## config.mk

```make
export PLATFORM = sky130hd
export DESIGN_NAME = post_host_tx
export DESIGN_NICKNAME = d
export VERILOG_FILES = /design/src/rtl/post_host_tx.sv
export SDC_FILE = /design/constraint.sdc
export NUM_CORES = 1
export LEC_CHECK = 0
export ABC_AREA = 1
export CAP_MARGIN = 20
export CORE_ASPECT_RATIO = 0.8
export CORE_UTILIZATION = 30
export CTS_BUF_LIST = sky130_fd_sc_hd__clkbuf_16
export DETAILED_ROUTE_END_ITERATION = 6
export GPL_ROUTABILITY_DRIVEN = 0
export GPL_TIMING_DRIVEN = 0
export REMOVE_ABC_BUFFERS = 1
export SETUP_SLACK_MARGIN = 0.4
export SLEW_MARGIN = 30
export SYNTH_ARGS = -nofsm -noshare
export SYNTH_HDL_FRONTEND = slang
export SYNTH_SLANG_ARGS = --single-unit
```

## constraint.sdc

```tcl
create_clock -name refclk -period 3 [get_ports refclk]
set_input_delay 0.6 -clock refclk [delete_from_list [all_inputs] [get_ports refclk]]
set_output_delay 0.6 -clock refclk [all_outputs]
set_load 0.01 [all_outputs]
```

## src/rtl/post_host_tx.sv

```systemverilog
// Host-side initiator for the Acorn POST protocol: converts SYNC/OUTPUT/RAW
// commands into timed testreq pulse groups and samples the synchronised testack.
module post_host_tx #(
   parameter int PWID_CYC  = 1,
   parameter int PGAP_CYC  = 1,
   parameter int BREAK_CYC = 50
) (
   input  logic       refclk,
   input  logic       rst_n,
   input  logic       cmd_valid,
   output logic       cmd_ready,
   input  logic [1:0] cmd,
   input  logic [7:0] cmd_data,
   output logic       testreq,
   input  logic       testack,
   output logic       busy,
   output logic       done,
   output logic       rsp_ack,
   output logic       err
);

   typedef enum logic [2:0] {IDLE, HIGH, GAP, BRK, NEXT} state_t;
   typedef enum logic [1:0] {PH_SYNC, PH_OREQ, PH_BIT, PH_CHASE} phase_t;

   localparam logic [15:0] PWID_LD  = 16'(PWID_CYC - 1);
   localparam logic [15:0] PGAP_LD  = 16'(PGAP_CYC - 1);
   localparam logic [15:0] BREAK_LD = 16'(BREAK_CYC - 1);

   state_t      state_q, state_d;
   phase_t      phase_q, phase_d;
   logic [2:0]  idx_q, idx_d;
   logic [7:0]  data_q, data_d;
   logic [4:0]  n_q, n_d;
   logic [4:0]  pcnt_q, pcnt_d;
   logic [15:0] timer_q, timer_d;
   logic        smp_q, smp_d;
   logic        rsp_q, rsp_d;
   logic        err_q, err_d;
   logic        ack_meta_q, ack_s_q;

   phase_t      cmd_phase, cont_phase;
   logic [4:0]  cmd_n, cont_n;
   logic [2:0]  cont_idx;
   logic        cont;

   always_ff @(posedge refclk) begin
      if (!rst_n) begin
         state_q    <= IDLE;
         phase_q    <= PH_SYNC;
         idx_q      <= '0;
         data_q     <= '0;
         n_q        <= '0;
         pcnt_q     <= '0;
         timer_q    <= '0;
         smp_q      <= 1'b0;
         rsp_q      <= 1'b0;
         err_q      <= 1'b0;
         ack_meta_q <= 1'b0;
         ack_s_q    <= 1'b0;
      end else begin
         state_q    <= state_d;
         phase_q    <= phase_d;
         idx_q      <= idx_d;
         data_q     <= data_d;
         n_q        <= n_d;
         pcnt_q     <= pcnt_d;
         timer_q    <= timer_d;
         smp_q      <= smp_d;
         rsp_q      <= rsp_d;
         err_q      <= err_d;
         ack_meta_q <= testack;
         ack_s_q    <= ack_meta_q;
      end
   end

   // First group of a freshly accepted command, and the follow-on group of an OUTPUT
   always_comb begin
      cmd_phase = PH_SYNC;
      cmd_n     = 5'd4;
      if (cmd == 2'd1) begin
         cmd_phase = PH_OREQ;
         cmd_n     = 5'd3;
      end else if (cmd == 2'd2) begin
         cmd_n = (cmd_data[4:0] == 5'd0) ? 5'd1 : cmd_data[4:0];
      end

      cont       = 1'b0;
      cont_phase = phase_q;
      cont_idx   = idx_q;
      cont_n     = 5'd1;
      case (phase_q)
         PH_OREQ: begin
            if (smp_q) begin
               cont       = 1'b1;
               cont_phase = PH_BIT;
               cont_idx   = 3'd7;
               cont_n     = data_q[7] ? 5'd2 : 5'd1;
            end
         end
         PH_BIT: begin
            cont = 1'b1;
            if (idx_q == 3'd0) begin
               cont_phase = PH_CHASE;
               cont_n     = 5'd12;
            end else begin
               cont_idx = idx_q - 3'd1;
               cont_n   = data_q[idx_q - 3'd1] ? 5'd2 : 5'd1;
            end
         end
         default: cont = 1'b0;
      endcase
   end

   always_comb begin
      state_d   = state_q;
      phase_d   = phase_q;
      idx_d     = idx_q;
      data_d    = data_q;
      n_d       = n_q;
      pcnt_d    = pcnt_q;
      timer_d   = timer_q;
      smp_d     = smp_q;
      rsp_d     = rsp_q;
      err_d     = err_q;
      done      = 1'b0;
      cmd_ready = 1'b0;

      case (state_q)
         IDLE: begin
            cmd_ready = 1'b1;
            if (cmd_valid) begin
               state_d = HIGH;
               phase_d = cmd_phase;
               data_d  = cmd_data;
               n_d     = cmd_n;
               pcnt_d  = 5'd1;
               timer_d = PWID_LD;
            end
         end
         HIGH: begin
            if (timer_q == 16'd0) begin
               state_d = (pcnt_q == n_q) ? BRK : GAP;
               timer_d = (pcnt_q == n_q) ? BREAK_LD : PGAP_LD;
            end else begin
               timer_d = timer_q - 16'd1;
            end
         end
         GAP: begin
            if (timer_q == 16'd0) begin
               state_d = HIGH;
               pcnt_d  = pcnt_q + 5'd1;
               timer_d = PWID_LD;
            end else begin
               timer_d = timer_q - 16'd1;
            end
         end
         BRK: begin
            if (timer_q == 16'd0) begin
               state_d = NEXT;
               smp_d   = ack_s_q;
            end else begin
               timer_d = timer_q - 16'd1;
            end
         end
         NEXT: begin
            if (cont) begin
               state_d = HIGH;
               phase_d = cont_phase;
               idx_d   = cont_idx;
               n_d     = cont_n;
               pcnt_d  = 5'd1;
               timer_d = PWID_LD;
            end else begin
               // The completion cycle doubles as an accept slot for back-to-back commands
               done      = 1'b1;
               cmd_ready = 1'b1;
               rsp_d     = smp_q;
               err_d     = (phase_q == PH_OREQ);
               state_d   = IDLE;
               if (cmd_valid) begin
                  state_d = HIGH;
                  phase_d = cmd_phase;
                  data_d  = cmd_data;
                  n_d     = cmd_n;
                  pcnt_d  = 5'd1;
                  timer_d = PWID_LD;
               end
            end
         end
         default: state_d = IDLE;
      endcase
   end

   assign testreq = (state_q == HIGH);
   assign busy    = ~cmd_ready;
   assign rsp_ack = done ? smp_q : rsp_q;
   assign err     = done ? (phase_q == PH_OREQ) : err_q;

endmodule
```

; Yosys cells after proc, flatten, opt, wreduce, memory -nomap -nowiden
; Cells that the tools add are included.
[totals]
reg_bits = 47
latchBits = 0
ram_bits = 0
romBits = 0
input_bits = 14
n_memories = 0
[classes]
addsub = 3
multipliers = 0
div = 0
order_cmp = 1
n_eq_ne = 20
shift = 0
mux = 52
bitwise_logic = 2
n_reduce_logical = 16
[op_table]
columns = cell, count
row1 = 16-bit two-way mux, 5
row2 = 16-bit case mux with 5 select lines, 1
row3 = 5-bit two-way mux, 8
row4 = 3-bit two-way mux, 6
row5 = 16-bit logical NOT, 1
row6 = 8-bit two-way mux, 2
row7 = 8-bit case mux with 2 select lines, 1
row8 = 16-bit by 1-bit subtractor with 16-bit output (second input constant), 1
row9 = 3-bit case mux with 5 select lines, 1
row10 = 5-bit case mux with 3 select lines, 1
row11 = 2-bit two-way mux, 7
row12 = 2-bit inequality test (second input constant), 7
row13 = 1-bit two-way mux, 10
row14 = 5-bit case mux with 2 select lines, 1
row15 = 2-bit AND reduction, 5
row16 = 4-bit inequality test (second input constant), 2
row17 = 2-bit case mux with 2 select lines, 2
row18 = 4-bit case mux with 2 select lines, 1
row19 = 4-bit AND reduction, 2
row20 = 3-bit by 2-bit == test with 1-bit output (second input constant), 2
row21 = 3-bit logical NOT, 2
row22 = 6-bit two-way mux, 1
row23 = 3-bit case mux with 2 select lines, 1
row24 = 5-bit by 1-bit adder with 5-bit output (second input constant), 1
row25 = other kinds (18), 23

; Logic depth before layout (Yosys ltp)
; Gate-level depths: netlist (run 1).
[depth]
word_depth = 8
mapped_depth = 13
depth_no_buf = 13

; Worst setup path before layout (run 1)
; OpenSTA, ideal clock, no wires.
[synth_timing]
kind = flip-flop to output port
start = register phase_q[0]
end = output rsp_ack
t_arrival_ns = 1.477
t_required_ns = 2.400
path_slack_ns = 0.923
stages_incl_launch_ff = 11
path_buffers = 0
path_cell_list = dfxtp_1 inv_1 ha_1 inv_2 nand2_1 nand2_1 nand2_2 inv_1 or2_2 o21ai_0 inv_1
[synth_between]
elab_chain_cells = 5
elab_cells_between_ends = 6
cone_classes = 2 x eq/ne / 4 x mux
[synth_lines]
columns = item, line_no
row1 = start: declaration, 30  ; phase_t phase_q, phase_d;
row2 = start signal: assignment, 62  ; phase_q <= phase_d;
row3 = 2-bit == test or 2-bit by 1-bit == test with 1-bit output (tied branches), 91  ; case (phase_q)
row4 = 1-bit case mux with 2 select lines (*), 91
row5 = 1-bit two-way mux (*), 166  ; if (cont) begin
row6 = 1-bit two-way mux (*), 128  ; case (state_q)
row7 = named net done, 17  ; output logic done,
row8 = 1-bit two-way mux (*), 196  ; assign rsp_ack = done ? smp_q : rsp_q;
row9 = end: declaration, 18  ; output logic rsp_ack,
; The timed path passes the listed nets; every way through them passes the cells marked *.

; Worst setup path after layout (run 1)
[layout_timing]
start = register phase_q[0]
end = output err
[layout_between]
elab_chain_cells = 5
elab_cells_between_ends = 6
cone_classes = 2 x eq/ne / 4 x mux
[layout_lines]
columns = item, line_no
row1 = 2-bit == test or 2-bit by 1-bit == test with 1-bit output (tied branches), "91, 197"
row2 = 1-bit case mux with 2 select lines, 91
row3 = 1-bit two-way mux, 166
row4 = 1-bit two-way mux, 128
row5 = 1-bit two-way mux (*), 197  ; assign err = done ? (phase_q == PH_OREQ) : err_q;
row6 = end: declaration, 19  ; output logic err
; Every way passes the cells marked *; elsewhere a longest branch is shown, timed or not.

==> metrics.txt, run 1 <==
# TYPE chip_impl_metric gauge
chip_impl_metric{name="detailed_place_hpwl",unit="µm"} 5637
chip_impl_metric{name="io_buffer_count",unit=""} 19
chip_impl_info{name="worst_setup_path_startpoint",value="phase_q[0]$_SDFFE_PN0P_"} 1
chip_impl_info{name="worstSetupStartpointType",value="flip-flop"} 1
chip_impl_metric{name="syn_area",unit="µm²"} 2969
chip_impl_metric{name="synth_top_area_share",unit="%"} 31.69
chip_impl_info{name="mostFrequentLayoutCell",value="nand2_1"} 1
chip_impl_metric{name="fp.dieH",unit="µm"} 90.98
chip_impl_metric{name="drc",unit=""} 0
chip_impl_info{name="ys_top_cells_by_area",value="dfxtp_1 (32%), nand2_1 (16%), nor2_1 (8.1%), inv_1 (7.3%), o21ai_0 (7.2%)"} 1
chip_impl_metric{name="antennaDiodeCount",unit=""} 0
chip_impl_info{name="ctsRootBufferMaster",value="clkbuf_16"} 1
chip_impl_info{name="rr_startpoint",value="state_q[0]$_SDFFE_PN0P_"} 1
chip_impl_metric{name="antenna_found_initial",unit=""} 0
chip_impl_metric{name="max_slew_margin",unit="%"} 26.42
chip_impl_metric{name="fill_cells",unit=""} 1042
chip_impl_metric{name="worstPathRequired",unit="ns"} 2.40
chip_impl_metric{name="setup_viol_count_final",unit=""} 0
chip_impl_metric{name="fp.dieArea",unit="µm²"} 10300
chip_impl_metric{name="cts-buffers-inserted",unit=""} 5
chip_impl_info{name="hold_path.class",value="reg2reg"} 1
chip_impl_metric{name="fin_crit",unit="ns"} 2.527
chip_impl_metric{name="cts.htree.levels",unit=""} 2
chip_impl_metric{name="timing.critical_path.arrival",unit="ns"} 1.93
chip_impl_metric{name="synthCells",unit=""} 484
chip_impl_info{name="clock_tree_from_tritoncts",value="done"} 1
chip_impl_metric{name="final_core_utilization",unit="%"} 37.64
chip_impl_info{name="rsz0062_at_grt",value="true"} 1
chip_impl_metric{name="final_layout_size_suffix_gt1_share",unit="%"} 10.31
chip_impl_metric{name="area_growth_syn_to_layout",unit="%"} 21.83
chip_impl_metric{name="fin_nets",unit=""} 534
chip_impl_metric{name="slew_violations",unit=""} 0
chip_impl_metric{name="grt_overflow_total",unit=""} 0
chip_impl_metric{name="postSynthAreaPerCell",unit="µm²"} 6.135
chip_impl_metric{name="powerDensity",unit="nW/µm²"} 1122
chip_impl_metric{name="placement_rows",unit=""} 32
chip_impl_metric{name="detailroute.via_count",unit=""} 3135
chip_impl_metric{name="worst-path-max-fanout",unit=""} 5
chip_impl_metric{name="hold_depth",unit=""} 2
chip_impl_metric{name="accumulated_negative_setup_slack",unit="ns"} 0
chip_impl_metric{name="clk_pin_slew_worst_paths",unit="ns"} 0.07
chip_impl_metric{name="largest_net_degree_at_the_start_of_global_routing",unit=""} 25
chip_impl_metric{name="floorplan.io_pins",unit=""} 20
chip_impl_metric{name="ys_seq_elements",unit=""} 47
chip_impl_info{name="mostFrequentLayoutCells",value="nand2_1 (126), nor2_1 (63), inv_1 (54)"} 1
chip_impl_metric{name="timing_worst_slew_pin_value",unit="ns"} 1.102
chip_impl_metric{name="final_antenna_net_count",unit=""} 0
chip_impl_metric{name="netlist-cell-type-count",unit=""} 31
chip_impl_metric{name="timing.reg2reg.setup_slack",unit="ns"} 1.11
chip_impl_metric{name="die_w",unit="µm"} 113.2
chip_impl_info{name="setup.worst_path.class",value="reg2out"} 1
chip_impl_info{name="min_from",value="ack_meta_q$_SDFF_PN0_"} 1
chip_impl_metric{name="post_drt_wl_per_cell",unit="µm"} 12.65
chip_impl_metric{name="effective_utilization_at_floorplan",unit="%"} 30.90
chip_impl_metric{name="power.static_leakage",unit="nW"} 1.672
chip_impl_metric{name="yosysWarningCount",unit=""} 0
chip_impl_info{name="crit_end_element",value="output port"} 1
chip_impl_metric{name="routed_wirelength",unit="µm"} 8009
chip_impl_metric{name="first_global_vias",unit=""} 2777
chip_impl_metric{name="yosysSeqAreaShare",unit="%"} 31.69
chip_impl_metric{name="timing.final.crit_share",unit="%"} 84.23
chip_impl_metric{name="worst_hold_slack",unit="ns"} 0.4326
chip_impl_metric{name="via_per_inst",unit=""} 4.953
chip_impl_info{name="worst_r2r_endpoint",value="timer_q[1]$_SDFFE_PN0P_"} 1
chip_impl_metric{name="fmaxAchievable",unit="GHz"} 0.3957
chip_impl_metric{name="clkSinkCount",unit=""} 47
chip_impl_info{name="timing.hold.worst_endpoint",value="ack_s_q$_SDFF_PN0_"} 1
chip_impl_metric{name="irDropWorstVdd",unit="V"} 0.0004728
chip_impl_metric{name="clock_path_buffers",unit=""} 2
chip_impl_info{name="outcome",value="completed"} 1
chip_impl_metric{name="design.core.area",unit="µm²"} 9609
chip_impl_metric{name="detail_route.iter0.violations",unit=""} 234
chip_impl_metric{name="rr_worst_depth",unit=""} 11
chip_impl_metric{name="drv_cap",unit=""} 0
chip_impl_metric{name="final-hold-violation-count",unit=""} 0
chip_impl_metric{name="grt_use_total",unit="%"} 15.84
chip_impl_metric{name="global_route_wire_length_before_repair",unit="µm"} 13120
chip_impl_metric{name="insertion_delay",unit="ns"} 0.29
chip_impl_metric{name="setup_skew_after_layout",unit="ns"} 0.008930
chip_impl_info{name="synth.largest_area_cell",value="dfxtp_1"} 1
chip_impl_metric{name="dr.pass1.iters",unit=""} 5
-- power breakdown --
part	total [W]	switching [W]	internal, W
combinational	0.00234	0.00150	0.000838
sequential	0.000987	0.000185	0.000802
clock	0.000728	0.000251	0.000478
-- cells in the mapped netlist --
library cell  number
nand3b_1           3
nand2_2            4
buf_2              1
xnor2_1            5
o21ai_1            2
inv_2              5
or2_0              1
nor2_1            64
nand3_1           38
inv_1             58
o21a_1             1
nand2_1          128
nand2_4            1
a31oi_1            7
o211ai_1           4
buf_1              1
inv_4              2
o21ai_0           43
clkbuf_1           6
or2_2              3
nor3_1             4
ha_1               7
buf_6              1
nor2_4             2
dfxtp_1           47
o221ai_1           2
nand4_1            4
nand3_2            1
nor2_2             2
a21oi_1           34
xor2_1             3
-- repair_timing --
item / 4_1_cts / 5_1_grt
hold buffers: 0 / 0
pin swaps: 1 / 3
gates cloned: 0 / 1
buffers inserted: 2 / 9
endpoints found under the setup margin: 5 / 21
resized for setup: 16 / 10
-- sequential cells by signal, summed over array words and instances (netlist names), 2 cells and up --
name     count
idx_q        3
pcnt_q       5
timer_q     16
state_q      3
data_q       8
n_q          5
phase_q      2
-- through the flow --
stage	setup slack, ns	area (µm²)	power [W]	instances
6_report	0.4731	3617	0.004058	633
5_1_grt	0.3839	3617	0.004436	633
4_1_cts	0.4065	3512	0.003969	623
3_5_place_dp	0.1862	3266	0.003197	613
3_3_place_gp	0.2037	3266	0.003178	613
2_1_floorplan	0.9226	2927	0.002674	475
-- logic make-up (layout without fill, tap and decap cells) --
logic type | count (synthesis) | count (layout) | share of synthesized area, %
AOI/OAI and AO/OA | 93 | 93 | 16.65
xor gates and xnor gates | 8 | 8 | 2.360
adders and majority gates | 7 | 7 | 2.950
buffers and inverters | 74 | 104 | 9.818
DFF | 47 | 47 | 31.69
and+or+nand+nor | 255 | 255 | 36.54
-- worst max path at each step --
stage	end	slack (ns)	cells after the start
final	err	0.47	10
after detailed placement	rsp_ack	0.19	11
after CTS	err	0.41	11
after global placement	n_q[3]$_SDFFE_PN0P_	0.20	3
after floorplan	rsp_ack	0.92	10
after global routing	err	0.38	10
-- area by class of cell --
cell class / count / area [µm²] / area share, %
clock inverter: 3 / 67.56 / 1.868
timing repair inverter: 1 / 7.507 / 0.2075
sequential: 47 / 945.9 / 26.15
timing repair buffer: 30 / 272.8 / 7.541
multi-input combinational: 363 / 1797 / 49.67
tap: 119 / 148.9 / 4.116
clock buffer: 5 / 125.1 / 3.459
inverter: 65 / 252.7 / 6.987
-- worst max-delay path: stages, from the launching register on --
cell	delay (ns)
dfxtp_4	0.37
inv_2	0.06
ha_4	0.23
inv_2	0.07
nand2_4	0.08
nand2_4	0.08
inv_1	0.06
or2_2	0.28
o21ai_2	0.07
inv_1	0.05
dlygate4sd2_1	0.28
-- layer usage --
layer	part of all wire [%]	GRT usage (%)	routed length, µm	vias up
met5	0	0	0	-
met4	0.85	3.070	68	0
met1	51	22.76	4118	1422
met2	42	24.39	3390	81
li1	-	-	-	1625
met3	5.4	3.271	432	7
(Power assumes the default switching activity.)
==> run 2: changes to the inputs <==
- clock period: 3 -> 2.2 ns (I/O delays scaled with it)
==> run 2 against run 1 <==
Global-route usage rose by 1.2 points. Sequential power rose by 39%. Clock power rose by 36%. Register-to-register slack got worse by 0.85 ns. Core utilization rose by 4.2 points. Wire length rose by 6.2%. Power rose by 48%. Worst setup slack got worse by 0.35 ns. Critical endpoint is now rsp_ack. Largest power group unchanged.
==> metrics.txt, run 2 (synthesis gave the netlist of run 1 again) <==
# TYPE chip_impl_metric gauge
chip_impl_metric{name="effective_utilization_at_floorplan",unit="%"} 30.90
chip_impl_metric{name="drv_cap",unit=""} 0
chip_impl_metric{name="area_growth_syn_to_layout",unit="%"} 35.31
chip_impl_metric{name="final_antenna_net_count",unit=""} 0
chip_impl_metric{name="power.static_leakage",unit="nW"} 1.827
chip_impl_metric{name="worst_setup_slack_final",unit="ns"} 0.1224
chip_impl_metric{name="clock_path_buffers",unit=""} 2
chip_impl_metric{name="grt_use_total",unit="%"} 17.04
chip_impl_metric{name="dp.cells",unit=""} 613
chip_impl_metric{name="placement_rows",unit=""} 32
chip_impl_metric{name="fin_nets",unit=""} 561
chip_impl_metric{name="cts-buffers-inserted",unit=""} 5
chip_impl_info{name="mostFrequentLayoutCell",value="nand2_1"} 1
chip_impl_metric{name="global_route_wire_length_before_repair",unit="µm"} 14030
chip_impl_metric{name="timing_worst_slew_pin_value",unit="ns"} 0.7216
chip_impl_info{name="worstSetupStartpointType",value="flip-flop"} 1
chip_impl_metric{name="grt_overflow_total",unit=""} 0
chip_impl_metric{name="setup_skew_after_layout",unit="ns"} 0.009677
chip_impl_metric{name="post_layout_nonfiller_instances",unit=""} 660
chip_impl_info{name="ctsRootBufferMaster",value="clkbuf_16"} 1
chip_impl_metric{name="fill_cells",unit=""} 996
chip_impl_metric{name="final_core_utilization",unit="%"} 41.81
chip_impl_metric{name="fp.dieArea",unit="µm²"} 10300
chip_impl_metric{name="clkSinkCount",unit=""} 47
chip_impl_metric{name="powerDensity",unit="nW/µm²"} 1496
chip_impl_metric{name="insertion_delay",unit="ns"} 0.29
chip_impl_metric{name="rr_worst_depth",unit=""} 15
chip_impl_metric{name="detailroute.via_count",unit=""} 3214
chip_impl_metric{name="irDropWorstVdd",unit="V"} 0.0006422
chip_impl_metric{name="antennaDiodeCount",unit=""} 0
chip_impl_metric{name="ctsHoldBuffers",unit=""} 0
chip_impl_metric{name="detailedPlace.worstSlack",unit="ns"} -0.4538
chip_impl_metric{name="io_buffer_count",unit=""} 19
chip_impl_info{name="hold_path.class",value="reg2reg"} 1
chip_impl_metric{name="slew_violations",unit=""} 0
chip_impl_metric{name="setup_viol_count_final",unit=""} 0
chip_impl_metric{name="post_drt_wl_per_cell",unit="µm"} 12.89
chip_impl_metric{name="timing.critical_path.arrival",unit="ns"} 1.64
chip_impl_metric{name="worst-path-max-fanout",unit=""} 3
chip_impl_info{name="setup.worst_path.class",value="reg2out"} 1
chip_impl_metric{name="fp.dieH",unit="µm"} 90.98
chip_impl_metric{name="hold_depth",unit=""} 2
chip_impl_metric{name="fin_crit",unit="ns"} 2.078
chip_impl_metric{name="antenna_found_initial",unit=""} 0
chip_impl_metric{name="final_layout_size_suffix_gt1_share",unit="%"} 22.37
chip_impl_metric{name="clk_pin_slew_worst_paths",unit="ns"} 0.07
chip_impl_info{name="biggest_regs",value="timer_q: 16 flops, data_q: 8 flops"} 1
chip_impl_metric{name="cts.htree.levels",unit=""} 2
chip_impl_metric{name="design.core.area",unit="µm²"} 9609
chip_impl_metric{name="final-hold-violation-count",unit=""} 0
chip_impl_metric{name="detailed_place_hpwl",unit="µm"} 5637
chip_impl_metric{name="worstPathRequired",unit="ns"} 1.76
chip_impl_metric{name="worst_hold_slack",unit="ns"} 0.4352
chip_impl_metric{name="largest_register_ff_count",unit=""} 16
chip_impl_info{name="rsz0062_at_grt",value="true"} 1
chip_impl_info{name="outcome",value="completed"} 1
chip_impl_metric{name="die_w",unit="µm"} 113.2
chip_impl_info{name="clock_tree_from_tritoncts",value="done"} 1
chip_impl_metric{name="floorplan.io_pins",unit=""} 20
chip_impl_metric{name="fmaxAchievable",unit="GHz"} 0.4813
chip_impl_info{name="crit_end_element",value="output port"} 1
chip_impl_metric{name="drc",unit=""} 0
chip_impl_metric{name="timing.final.crit_share",unit="%"} 94.44
chip_impl_info{name="mostFrequentLayoutCells",value="nand2_1 (119), nor2_1 (56), inv_1 (47)"} 1
chip_impl_info{name="max_flop_register",value="timer_q"} 1
chip_impl_metric{name="accumulated_negative_setup_slack",unit="ns"} 0
chip_impl_metric{name="routed_wirelength",unit="µm"} 8506
chip_impl_metric{name="detail_route.iter0.violations",unit=""} 184
chip_impl_metric{name="via_per_inst",unit=""} 4.870
chip_impl_metric{name="dr.pass1.iters",unit=""} 4
chip_impl_metric{name="max_slew_margin",unit="%"} 51.89
chip_impl_metric{name="largest_net_degree_at_the_start_of_global_routing",unit=""} 26
chip_impl_metric{name="first_global_vias",unit=""} 2951
==> run 2: final timing paths <==
check,from,endpoint,slack (ns)
worst min register to register,ack_meta_q$_SDFF_PN0_,ack_s_q$_SDFF_PN0_,0.44
worst max register to register,phase_q[0]$_SDFFE_PN0P_,rsp_q$_SDFFE_PN0P_,0.26
worst max-delay path,phase_q[0]$_SDFFE_PN0P_,rsp_ack,0.12
worst min-delay path,ack_meta_q$_SDFF_PN0_,ack_s_q$_SDFF_PN0_,0.44
==> run 2: cell type report <==
type | instances | area, µm² | area share [%]
Sequential cell | 47 | 955.9 | 23.79
Tap cell | 119 | 148.9 | 3.706
Multi-Input combinational cell | 363 | 1934 | 48.15
Timing Repair inverter | 1 | 7.507 | 0.1869
Clock buffer | 5 | 125.1 | 3.114
Timing Repair Buffer | 57 | 505.5 | 12.58
Clock inverter | 3 | 67.56 | 1.682
Inverter | 65 | 272.8 | 6.789
==> run 2: critical path, cell delays in order, from the launching register on <==
cell and delay [ns]:
dfxtp_4 0.38, inv_4 0.04, ha_4 0.21, inv_4 0.06, nand2_4 0.05, nand2_4 0.07, inv_2 0.04, or2_4 0.23
o21ai_4 0.06, inv_1 0.06, buf_2 0.13
==> run 2: routing by layer <==
layer	vias up	share of wire [%]	track usage, %
met3	7	4.5	3.805
met1	1465	51	23.83
met4	0	0.80	3.399
met5	-	0	0
li1	1678	-	-
met2	64	43	26.79
==> run 2: report_power, final <==
part	internal [W]	total [W]	switching, W
logic	0.00141	0.00366	0.00225
registers	0.00110	0.00137	0.000267
clock network	0.000651	0.000992	0.000340
total	0.00316	0.00601	0.00285
==> run 2: metrics by stage <==
| step | power (W) | area, µm² |
|---|---|---|
| detailed placement | 0.004360 | 3266 |
| floorplan | 0.003646 | 2927 |
| global placement | 0.004333 | 3266 |
| finish | 0.006012 | 4018 |
| global route | 0.006549 | 4018 |
| CTS | 0.005635 | 3797 |
==> run 2: repair_timing <==
item                       4_1_cts  5_1_grt
gates resized for setup         77       46
pin swaps                       11       15
setup endpoints to repair       44       44
buffers inserted                25       13
gates cloned                     1        0
==> run 3: changes to the inputs <==
- CORE_MARGIN: unset -> 4
- SLEW_MARGIN: 30 -> 20
==> run 3 against run 2 <==
Wire length is 0.88% lower. Sequential power about the same. Flip-flop and latch count did not move. Critical endpoint unchanged. Largest power group unchanged.
==> metrics.txt, run 3 (synthesis gave the netlist of run 1 again) <==
# TYPE chip_impl_metric gauge
chip_impl_info{name="mostFrequentLayoutCell",value="nand2_1"} 1
chip_impl_metric{name="die_w",unit="µm"} 119.2
chip_impl_metric{name="fp.dieArea",unit="µm²"} 11560
chip_impl_metric{name="setup_skew_after_layout",unit="ns"} 0.01070
chip_impl_metric{name="first_global_vias",unit=""} 2876
chip_impl_metric{name="timing.final.crit_share",unit="%"} 94.02
chip_impl_info{name="outcome",value="completed"} 1
chip_impl_metric{name="net-switching-power",unit="W"} 0.002839
chip_impl_metric{name="antenna_found_initial",unit=""} 0
chip_impl_metric{name="fp.dieH",unit="µm"} 96.98
chip_impl_info{name="max_flop_register",value="timer_q"} 1
chip_impl_metric{name="timing.reg2reg.setup_slack",unit="ns"} 0.38
chip_impl_metric{name="largest_net_degree_at_the_start_of_global_routing",unit=""} 26
chip_impl_metric{name="irDropWorstVdd",unit="V"} 0.0005711
chip_impl_info{name="setup.worst_path.class",value="reg2out"} 1
chip_impl_info{name="crit_end_element",value="output port"} 1
chip_impl_info{name="mostFrequentLayoutCells",value="nand2_1 (121), nor2_1 (58), inv_1 (49)"} 1
chip_impl_metric{name="clk_pin_slew_worst_paths",unit="ns"} 0.07
chip_impl_metric{name="effective_utilization_at_floorplan",unit="%"} 30.77
chip_impl_metric{name="global_route_wire_length_before_repair",unit="µm"} 13830
chip_impl_metric{name="cts.htree.levels",unit=""} 2
chip_impl_metric{name="max_slew_margin",unit="%"} 52.32
chip_impl_metric{name="final_core_utilization",unit="%"} 40.30
chip_impl_metric{name="design.core.area",unit="µm²"} 9649
chip_impl_metric{name="timing_worst_slew_pin_value",unit="ns"} 0.7152
chip_impl_metric{name="fin_nets",unit=""} 548
chip_impl_metric{name="pwr-share-comb",unit="%"} 60.0
chip_impl_metric{name="setup_viol_count_final",unit=""} 0
chip_impl_metric{name="dr.pass1.iters",unit=""} 5
chip_impl_info{name="hold_path.class",value="reg2reg"} 1
chip_impl_metric{name="power_frac_clock",unit="%"} 16.9
chip_impl_metric{name="fmaxAchievable",unit="GHz"} 0.4834
chip_impl_info{name="rsz0062_at_grt",value="true"} 1
chip_impl_info{name="ctsRootBufferMaster",value="clkbuf_16"} 1
chip_impl_metric{name="largest_register_ff_count",unit=""} 16
chip_impl_metric{name="power.static_leakage",unit="nW"} 1.750
chip_impl_metric{name="io_buffer_count",unit=""} 19
chip_impl_metric{name="grt_met2_usage",unit="%"} 21.02
chip_impl_metric{name="via_per_inst",unit=""} 4.812
chip_impl_metric{name="detail_route.iter0.violations",unit=""} 193
chip_impl_metric{name="floorplan.io_pins",unit=""} 20
chip_impl_metric{name="worst_hold_slack",unit="ns"} 0.4508
chip_impl_metric{name="cts-buffers-inserted",unit=""} 5
chip_impl_metric{name="seq_power_share",unit="%"} 23.1
chip_impl_metric{name="accumulated_negative_setup_slack",unit="ns"} 0
chip_impl_metric{name="antennaDiodeCount",unit=""} 0
chip_impl_metric{name="worst-path-max-fanout",unit=""} 3
chip_impl_metric{name="area_growth_syn_to_layout",unit="%"} 30.97
chip_impl_info{name="clock_tree_from_tritoncts",value="done"} 1
chip_impl_metric{name="detailedPlace.worstSlack",unit="ns"} -0.4455
chip_impl_info{name="biggest_regs",value="timer_q: 16 flops, data_q: 8 flops"} 1
chip_impl_metric{name="global_route.usage.met1",unit="%"} 21.40
chip_impl_metric{name="grt_overflow_total",unit=""} 0
chip_impl_metric{name="worst_setup_slack_final",unit="ns"} 0.1315
chip_impl_metric{name="drc",unit=""} 0
chip_impl_metric{name="grt_use_total",unit="%"} 14.26
chip_impl_metric{name="switching_share",unit="%"} 48.14
chip_impl_metric{name="post_drt_wl_per_cell",unit="µm"} 12.70
chip_impl_metric{name="slew_violations",unit=""} 0
chip_impl_metric{name="insertion_delay",unit="ns"} 0.29
chip_impl_metric{name="detailroute.via_count",unit=""} 3195
chip_impl_metric{name="drv_cap",unit=""} 0
chip_impl_info{name="top_usage_layer",value="met1"} 1
chip_impl_metric{name="post_layout_nonfiller_instances",unit=""} 664
chip_impl_metric{name="placement_rows",unit=""} 32
chip_impl_metric{name="detailed_place_hpwl",unit="µm"} 5713
chip_impl_metric{name="internal_power",unit="W"} 0.003059
chip_impl_metric{name="routed_wirelength",unit="µm"} 8431
chip_impl_metric{name="clkSinkCount",unit=""} 47
chip_impl_metric{name="fin_crit",unit="ns"} 2.068
chip_impl_metric{name="timing.critical_path.arrival",unit="ns"} 1.63
chip_impl_metric{name="worstPathRequired",unit="ns"} 1.76
chip_impl_metric{name="final-hold-violation-count",unit=""} 0
chip_impl_info{name="worstSetupStartpointType",value="flip-flop"} 1
chip_impl_metric{name="final_layout_size_suffix_gt1_share",unit="%"} 18.94
chip_impl_metric{name="dp.cells",unit=""} 630
chip_impl_metric{name="clock_path_buffers",unit=""} 2
chip_impl_metric{name="final_antenna_net_count",unit=""} 0
chip_impl_metric{name="powerDensity",unit="nW/µm²"} 1517
chip_impl_metric{name="use_met3",unit="%"} 2.162
[run 3: path summary, 6_finish.rpt]
path | from | depth (start not counted) | endpoint
worst max register to register | phase_q[0]$_SDFFE_PN0P_ | 13 | n_q[4]$_SDFFE_PN0P_
worst max-delay path | phase_q[0]$_SDFFE_PN0P_ | 10 | rsp_ack
worst min-delay path | ack_meta_q$_SDFF_PN0_ | 2 | ack_s_q$_SDFF_PN0_
worst min register to register | ack_meta_q$_SDFF_PN0_ | 2 | ack_s_q$_SDFF_PN0_
[run 3: through the flow]
step	cell area, µm²	total power (W)
after floorplan	2927	0.003646
after global placement	3287	0.004335
after detailed placement	3287	0.004355
after CTS	3727	0.005565
after global routing	3889	0.006466
final	3889	0.005898
[run 3: power by group through the flow]
stage,sequential [W],combinational [W],clock (W)
floorplan,0.00128,0.00236,0
global placement,0.00134,0.00299,0
detailed placement,0.00135,0.00301,0
CTS,0.00134,0.00321,0.00101
global route,0.00140,0.00402,0.00105
finish,0.00136,0.00354,0.000997
[run 3: per-layer routing]
layer,up-vias,share of wire [%]
met5,-,0
met2,84,43
li1,1654,-
met3,13,5.0
met4,0,1.3
met1,1444,51
[run 3: what timing repair did]
action,in CTS,in global routing
buffers inserted,18,6
hold buffers,0,0
gates cloned,1,1
gates resized for setup,69,38
pin swaps,10,14
endpoints found under the setup margin,44,43
[run 3: cell type report]
cell class | count | area (µm²)
Inverter | 65 | 270.3
Sequential cell | 47 | 953.4
Timing Repair inverter | 1 | 7.507
Tap cell | 136 | 170.2
Timing Repair Buffer | 43 | 386.6
Clock inverter | 3 | 67.56
Clock buffer | 5 | 125.1
Fill cell | 985 | 5761
Multi-Input combinational cell | 364 | 1908
[run 3: critical path: stages (launching register included)]
cell	delay, ns
dfxtp_4	0.38
inv_4	0.04
ha_4	0.21
inv_4	0.06
nand2_4	0.05
nand2_4	0.07
inv_2	0.04
or2_4	0.22
o21ai_2	0.07
inv_1	0.05
buf_2	0.13
